$ cat config.mk
export PLATFORM = sky130hd
export DESIGN_NAME = timing_gen
export DESIGN_NICKNAME = d
export VERILOG_FILES = /design/src/rtl/timing_gen.sv
export SDC_FILE = /design/constraint.sdc
export NUM_CORES = 1
export LEC_CHECK = 0
export ABC_AREA = 1
export CORE_MARGIN = 2
export CORE_UTILIZATION = 40
export CTS_CLUSTER_DIAMETER = 200
export DETAILED_ROUTE_END_ITERATION = 12
export PLACE_DENSITY = 0.65
export SLEW_MARGIN = 10
export SYNTH_ARGS = -nofsm -noshare
export SYNTH_HDL_FRONTEND = slang
export SYNTH_SLANG_ARGS = --single-unit
$ cat constraint.sdc
create_clock -name clk -period 1.9 [get_ports clk]
set_input_delay 0.19 -clock clk [delete_from_list [all_inputs] [get_ports clk]]
set_output_delay 0.19 -clock clk [all_outputs]
set_load 0.01 [all_outputs]
$ cat src/rtl/timing_gen.sv
// Beat/phase sequencer for the hardwired controller: w1-w3 beats, t1-t3 phases.
// Optional single-step runs enabled by defining SINGLE_STEP_EN.
module timing_gen #(
  parameter bit RUN_ON_RESET = 1'b0,
  parameter int CNT_W        = 16
) (
  input  logic             clk,
  input  logic             clr,
  input  logic             start,
  input  logic             short,
  input  logic             long,
  input  logic             stop,
  input  logic             step,
  output logic             running,
  output logic             w1,
  output logic             w2,
  output logic             w3,
  output logic             t1,
  output logic             t2,
  output logic             t3,
  output logic [CNT_W-1:0] cyc_cnt
);

  typedef enum logic [1:0] {
    BEAT_W1 = 2'd0,
    BEAT_W2 = 2'd1,
    BEAT_W3 = 2'd2
  } beat_t;

  typedef enum logic [1:0] {
    PH_T1 = 2'd0,
    PH_T2 = 2'd1,
    PH_T3 = 2'd2
  } phase_t;

  logic             run;
  logic             run_n;
  beat_t            beat;
  beat_t            beat_n;
  beat_t            end_beat;
  phase_t           phase;
  phase_t           phase_n;
  logic [CNT_W-1:0] cnt_n;
  logic             go;

`ifdef SINGLE_STEP_EN
  logic smode;
  logic smode_n;

  assign go = start | step;
`else
  logic step_unused;

  assign step_unused = step;
  assign go          = start;
`endif

  always_ff @(posedge clk or posedge clr) begin
    if (clr) begin
      run     <= RUN_ON_RESET;
      beat    <= BEAT_W1;
      phase   <= PH_T1;
      cyc_cnt <= '0;
    end else begin
      run     <= run_n;
      beat    <= beat_n;
      phase   <= phase_n;
      cyc_cnt <= cnt_n;
    end
  end

`ifdef SINGLE_STEP_EN
  always_ff @(posedge clk or posedge clr) begin
    if (clr) smode <= 1'b0;
    else     smode <= smode_n;
  end
`endif

  always_comb begin
    run_n    = run;
    beat_n   = beat;
    phase_n  = phase;
    cnt_n    = cyc_cnt;
    end_beat = BEAT_W1;
`ifdef SINGLE_STEP_EN
    smode_n  = smode;
`endif
    if (!run) begin
      beat_n  = BEAT_W1;
      phase_n = PH_T1;
      if (go) begin
        run_n = 1'b1;
`ifdef SINGLE_STEP_EN
        smode_n = step;
`endif
      end
    end else begin
      unique case (phase)
        PH_T1: phase_n = PH_T2;
        PH_T2: phase_n = PH_T3;
        PH_T3: begin
          phase_n = PH_T1;
          unique case (beat)
            BEAT_W1: end_beat = short ? BEAT_W1 : BEAT_W2;
            BEAT_W2: end_beat = long ? BEAT_W3 : BEAT_W1;
            default: end_beat = BEAT_W1;
          endcase
          beat_n = end_beat;
          // stop forces the cycle closed, so it still counts
          if (stop) begin
            run_n  = 1'b0;
            beat_n = BEAT_W1;
          end
          if (beat_n == BEAT_W1) begin
            cnt_n = cyc_cnt + CNT_W'(1);
`ifdef SINGLE_STEP_EN
            if (smode) run_n = 1'b0;
`endif
          end
        end
        default: phase_n = PH_T1;
      endcase
    end
  end

  assign running = run;
  assign w1      = (beat == BEAT_W1);
  assign w2      = (beat == BEAT_W2);
  assign w3      = (beat == BEAT_W3);
  assign t1      = run && (phase == PH_T1);
  assign t2      = run && (phase == PH_T2);
  assign t3      = run && (phase == PH_T3);

endmodule

==> results of run 1 <==
## cell usage after synthesis
cell type  number
a21oi_1         1
buf_4           1
buf_6           1
dfrtp_1        21
ha_1            1
inv_1          19
inv_2           1
inv_4           1
nand2_1        63
nand2_2         1
nand3_1        10
nand3_4         1
nand3b_1        1
nand4_1         7
nand4_2         1
nor2_1         20
nor2_2          1
nor2_4          1
nor2_8          1
nor3_1          3
o21ai_0         6
o22ai_1         2
xnor2_1         3
xor2_1          2
## layout by cell type, fill, tap and decap left out, types with 6 or more instances in the layout
cell             count
inv_1               19
nand2_1             63
o21ai_0              6
nand3_1             10
dfrtp_1             21
nor2_1              20
nand4_1              7
clkdlybuf4s50_1     26
## critical path: cells and delay by family (launching register included)
family                 cells  cell delay, ps
buffers and inverters      2             660
flip-flops                 1             420
AND/OR/NAND/NOR            1             140
## sequential cells by signal (all words and copies together), names as in the netlist
register / count
beat: 2
cyc_cnt: 16
phase: 2
running: 1
## worst paths after layout
path	depth (start not counted)	slack (ps)	end
max in group asynchronous	3	1480	cyc_cnt[14]$_DFFE_PP0P_
worst min register to register	1	440	phase[0]$_DFF_PP0_
worst max register to register	8	320	cyc_cnt[12]$_DFFE_PP0P_
worst min-delay path	3	200	phase[0]$_DFF_PP0_
min in group clk	3	420	running$_DFF_PP0_
worst max-delay path	3	180	t2
## logic make-up (layout without fill, tap and decap cells)
logic type,after synthesis,count (layout),synth area share [%]
buffers and inverters,23,54,8.130
AOI/OAI and AO/OA,9,9,3.861
and+or+nand+nor,110,110,40.75
adders and majority gates,1,1,1.016
xor gates and xnor gates,5,5,3.558
DFF,21,21,42.68
## metal layers
| metal | up-vias | track usage, % | wire [um] |
|---|---|---|---|
| met5 | - | 0 | 0 |
| met1 | 558 | 18.85 | 1145 |
| li1 | 591 | - | - |
| met4 | 0 | 6.494 | 29 |
| met2 | 27 | 31.87 | 1335 |
| met3 | 4 | 2.838 | 127 |
## report_power, final
part / total (mW) / internal (mW) / switching (mW)
logic: 0.641 / 0.296 / 0.345
clock network: 0.220 / 0.0785 / 0.142
registers: 0.619 / 0.525 / 0.0939
total: 1.48 / 0.899 / 0.580
## area by class of cell
type / count / area, um2 / share of cell area, %
Clock inverter: 1 / 5.005 / 0.3180
Clock buffer: 3 / 22.52 / 1.431
Multi-Input combinational cell: 125 / 605.6 / 38.47
Timing Repair Buffer: 29 / 292.8 / 18.60
Inverter: 21 / 81.33 / 5.167
Tap cell: 33 / 41.29 / 2.623
Sequential cell: 21 / 525.5 / 33.39
## what timing repair did
item,CTS,global route
setup buffers,0,0
endpoints found under the hold margin,0,0
setup endpoints to repair,0,2
resized for setup,0,2
## stage by stage
step / cell area, um2 / setup WS [ps] / std cells / util [%] / hold slack, ps
after floorplan: 1231 / 471.0 / 169 / - / 166.5
after global placement: 1541 / 272.4 / 229 / 51.76 / 431.6
after detailed placement: 1541 / 203.3 / 229 / 51.76 / 435.2
after CTS: 1569 / 76.06 / 233 / 52.69 / 203.5
after global routing: 1574 / 61.12 / 233 / 52.86 / 240.2
final: 1574 / 176.7 / 233 / 52.86 / 196.0
==> run_results.csv, run 1 <==
group,metric,value,unit
timing,rsz0062_at_grt,"false",
clock_tree,ctsHoldBuffers,0,
synthesis,syn_inst,169,
placed_design,gp_congestion,0.7784,
critical_path,worstSetupEndpointType,"output port",
clock_tree,insertion_delay,310,ps
floorplanning,die_area,0.003538,mm2
global_routing,antenna_found_initial,0,
job,cap_violations,0,
placed_design,dp.final_hpwl,2008,um
finish,nFillCells,308,
synthesis,synth_largest_area_cell,"dfrtp_1",
global_routing,grt_pass1_vias,1112,
clock_tree,cts.sink_count,21,
synthesis,synth_top_area_share,42.68,%
hold_path,hp-class,"input pin to async pin",
synthesis,syn_area,0.001231,mm2
drt,viasPerCell,5.064,
synthesis,synthDistinctLibCells,24,
clock_tree,clk_path_buf_depth,2,
synthesis,syn_area_per_cell,7.285,um2
global_routing,grt-ovfl-total,0,
global_routing,grt_pass1_wl,4581,um
timing,max_freq,580.3,MHz
clock_tree,root_buffer,"clkbuf_4",
floorplanning,fp-row-count,20,
drt,antenna_left,0,
timing,drv_slew,0,
floorplanning,coreArea,0.002978,mm2
timing,tns,0,ps
floorplanning,die_w,59.48,um
timing,hold_viol_final,0,
critical_path,worstSetupPathType,"flip-flop to output port",
critical_path,cp_slowest_stage_delay,560,ps
synthesis,yosys_register_bits,21,
critical_path,crit_path_start,"running$_DFF_PP0_",
finish,drive_gt1_share,6.500,%
critical_path,crit_path_start_kind,"flip-flop",
timing,fin_crit,1723,ps
critical_path,crit_slowest_cell,"clkdlybuf4s50_1",
drt,post_drt_wl_per_cell,11.32,um
clock_tree,cts_tree,"yes",
finish,fin_nets,209,
floorplanning,die_h,59.48,um
critical_path,worst_ep_required_time,1710,ps
timing,finalClockSkew,8.399,ps
critical_path,arrival,1530,ps
synthesis,seq_area_frac_synth,42.68,%
timing,timing.final.crit_share,90.70,%
power_and_ir_drop,power.leakage,0.7304,nW
power_and_ir_drop,power.total,1.479,mW
global_routing,grt_start_max_net_pins,22,
critical_path,crit_path_max_fanout,4,
drt,vias,1180,
floorplanning,io_pins,30,
synthesis,ys_top_cells_by_area,"dfrtp_1, nand2_1, nor2_1",
placed_design,port_buffers,28,
timing,relSlewSlack,74.62,%
critical_path,reg2reg_from,"cyc_cnt[0]$_DFFE_PP0P_",
finish,n_antenna_cell,0,
drt,dr.first_iter.drc_count,17,
clock_tree,numCtsBuffers,3,
timing,worstMarginPinSlew,379.4,ps
power_and_ir_drop,pwr_density_cell,939.9,mW/mm2
global_routing,grt_util_all_layers,17.02,%
run_status,status,"finished, final reports clean",
synthesis,yosys_warnings,0,
floorplanning,start_util,41.34,%
clock_tree,ctsHtreeMaxLevel,1,
drt,first_pass_iters,4,
synthesis,synth_nets,177,
finish,area_growth,27.85,%
critical_path,path_cells,"inv_2 -> nor3_1 -> clkdlybuf4s50_1",
power_and_ir_drop,max-vdd-ir-drop,0.5790,mV
timing,setup-violations-final,0,
drt,drc_errors,0,
drt,drt_wl_total,2637,um
clock_tree,clk_pin_slew_worst_paths,130,ps
(Power assumes the default switching activity.)
==> run 2, diff against run 1 <==
--- a/config.mk
+++ b/config.mk
@@ -6,6 +6,7 @@
 export NUM_CORES = 1
 export LEC_CHECK = 0
 export ABC_AREA = 1
+export ABC_CLOCK_PERIOD_IN_PS = 1800
 export CORE_MARGIN = 2
 export CORE_UTILIZATION = 40
 export CTS_CLUSTER_DIAMETER = 200
==> constraint.sdc (replaced) <==
create_clock -name clk -period 1.8 [get_ports clk]
set_input_delay 0.18 -clock clk [delete_from_list [all_inputs] [get_ports clk]]
set_output_delay 0.18 -clock clk [all_outputs]
set_load 0.01 [all_outputs]
==> run_results.csv, run 2 (same netlist as run 1, synthesis figures left out) <==
group,metric,value,unit
timing,drv_slew,0,
clock_tree,clk_path_buf_depth,2,
finish,fin_nets,210,
clock_tree,ctsHtreeMaxLevel,1,
global_routing,grt_start_max_net_pins,22,
placed_design,port_buffers,28,
placed_design,gp_congestion,0.7789,
clock_tree,numCtsBuffers,3,
clock_tree,cts_tree,"yes",
finish,n_antenna_cell,0,
finish,layout_common_cells,"nand2_1, clkdlybuf4s50_1, dfrtp_1",
drt,dr.first_iter.drc_count,25,
critical_path,worstSetupEndpointType,"output port",
drt,antenna_left,0,
drt,drc_errors,0,
floorplanning,die_area,0.003538,mm2
floorplanning,coreArea,0.002978,mm2
clock_tree,cts_setup_buffers,0,
timing,fin_crit,1629,ps
hold_path,hp-class,"input pin to async pin",
timing,finalClockSkew,7.787,ps
job,cap_violations,0,
timing,max_freq,614.1,MHz
timing,hold_viol_final,0,
timing,worstMarginPinSlew,402.2,ps
global_routing,antenna_found_initial,0,
critical_path,cp_slowest_stage_delay,560,ps
timing,timing.final.crit_share,90.47,%
critical_path,arrival,1450,ps
critical_path,worstSetupPathType,"flip-flop to output port",
timing,tns,0,ps
drt,viasPerCell,5.043,
floorplanning,start_util,41.34,%
drt,vias,1180,
power_and_ir_drop,pwr_density_cell,983.1,mW/mm2
power_and_ir_drop,power.leakage,0.7282,nW
power_and_ir_drop,max-vdd-ir-drop,0.6904,mV
floorplanning,die_w,59.48,um
critical_path,crit_path_max_fanout,3,
finish,largest_reg_flops,16,
timing,rsz0062_at_grt,"false",
drt,first_pass_iters,4,
placed_design,dp.final_hpwl,2026,um
global_routing,grt_pass1_wl,4636,um
finish,area_growth,28.05,%
floorplanning,die_h,59.48,um
critical_path,crit_path_start_kind,"flip-flop",
clock_tree,insertion_delay,310,ps
drt,drt_wl_total,2649,um
drt,post_drt_wl_per_cell,11.32,um
clock_tree,clk_pin_slew_worst_paths,120,ps
critical_path,path_cells,"nor2_1 -> clkdlybuf4s50_1",
timing,finalWorstSetupSlack,171.5,ps
finish,final_common_cell,"nand2_1",
global_routing,grt_pass1_vias,1106,
floorplanning,io_pins,30,
critical_path,crit_slowest_cell,"clkdlybuf4s50_1",
timing,relSlewSlack,73.09,%
critical_path,worst_ep_required_time,1620,ps
floorplanning,fp-row-count,20,
finish,top_register,"cyc_cnt",
timing,setup-violations-final,0,
finish,drive_gt1_share,6.965,%
global_routing,grt-ovfl-total,0,
clock_tree,cts.sink_count,21,
critical_path,critPathTopFamily,"buffers and inverters",
clock_tree,root_buffer,"clkbuf_4",
critical_path,path_buf_inv,1,
finish,top_regs,"cyc_cnt: 16 flops, beat: 2 flops, phase: 2 flops",
run_status,status,"finished, final reports clean",
global_routing,grt_util_all_layers,17.36,%
placed_design,pre_cts_ws,201.3,ps
==> run 2: cell count changes in the layout (fill, tap and decap cells not counted) <==
| cell | previous run | this run |
|---|---|---|
| dlymetal6s2s_1 | 2 | 1 |
| buf_4 | 1 | 2 |
| clkdlybuf4s50_1 | 26 | 25 |
| dlygate4sd2_1 | 0 | 2 |
==> run 2: per-stage QoR <==
stage | util, % | hold slack, ps | cells | power (mW) | area [um2]
after floorplan | - | 156.5 | 169 | 1.054 | 1231
after global placement | 52.02 | 431.7 | 230 | 1.338 | 1549
after detailed placement | 52.02 | 435.2 | 230 | 1.353 | 1549
after CTS | 52.86 | 184.9 | 234 | 1.575 | 1574
after global routing | 52.94 | 222.0 | 234 | 1.671 | 1577
final | 52.94 | 187.6 | 234 | 1.550 | 1577
==> run 2: cell type report <==
type / instances / area (um2)
fillers: 319 / 1401
multi-input cells: 125 / 605.6
flip-flops and latches: 21 / 525.5
repair buffers: 30 / 295.3
inverters: 21 / 81.33
well taps: 33 / 41.29
clock buffers: 3 / 22.52
clock inverters: 1 / 5.005
==> run 2: report_power, final <==
part | switching, mW | internal [mW]
logic | 0.362 | 0.307
clock network | 0.148 | 0.0830
registers | 0.0960 | 0.554
==> run 2: what timing repair did <==
item,CTS,global route
hold buffers,0,0
pin swaps,0,0
gates resized for setup,2,1
endpoints found under the setup margin,2,1
==> run 2: per-layer routing <==
layer | GRT usage, % | vias to the layer above | wire (um)
met4 | 7.468 | 0 | 38
met1 | 21.25 | 546 | 1192
met5 | 0 | - | 0
met2 | 29.83 | 28 | 1310
met3 | 2.838 | 5 | 108
li1 | - | 601 | -
==> run 2: worst register-to-register path: stages, from the launching register on <==
cell and delay [ps]:
dfrtp_1 480, ha_1 270, inv_1 80, nor2_1 340, nand2_1 90, o21ai_0 170, nand2_1 70
==> run 2: path summary, 6_finish.rpt <==
kind,to,from,slack (ps),cells past startpoint
setup / recovery,w1,beat[1]$_DFFE_PP0P_,170,2
hold / removal,phase[1]$_DFF_PP0_,clr,190,3
setup reg to reg,cyc_cnt[8]$_DFFE_PP0P_,cyc_cnt[0]$_DFFE_PP0P_,200,6
hold reg to reg,phase[0]$_DFF_PP0_,phase[0]$_DFF_PP0_,450,1
max in group asynchronous,cyc_cnt[12]$_DFFE_PP0P_,clr,1390,3
min in group clk,running$_DFF_PP0_,start,440,3
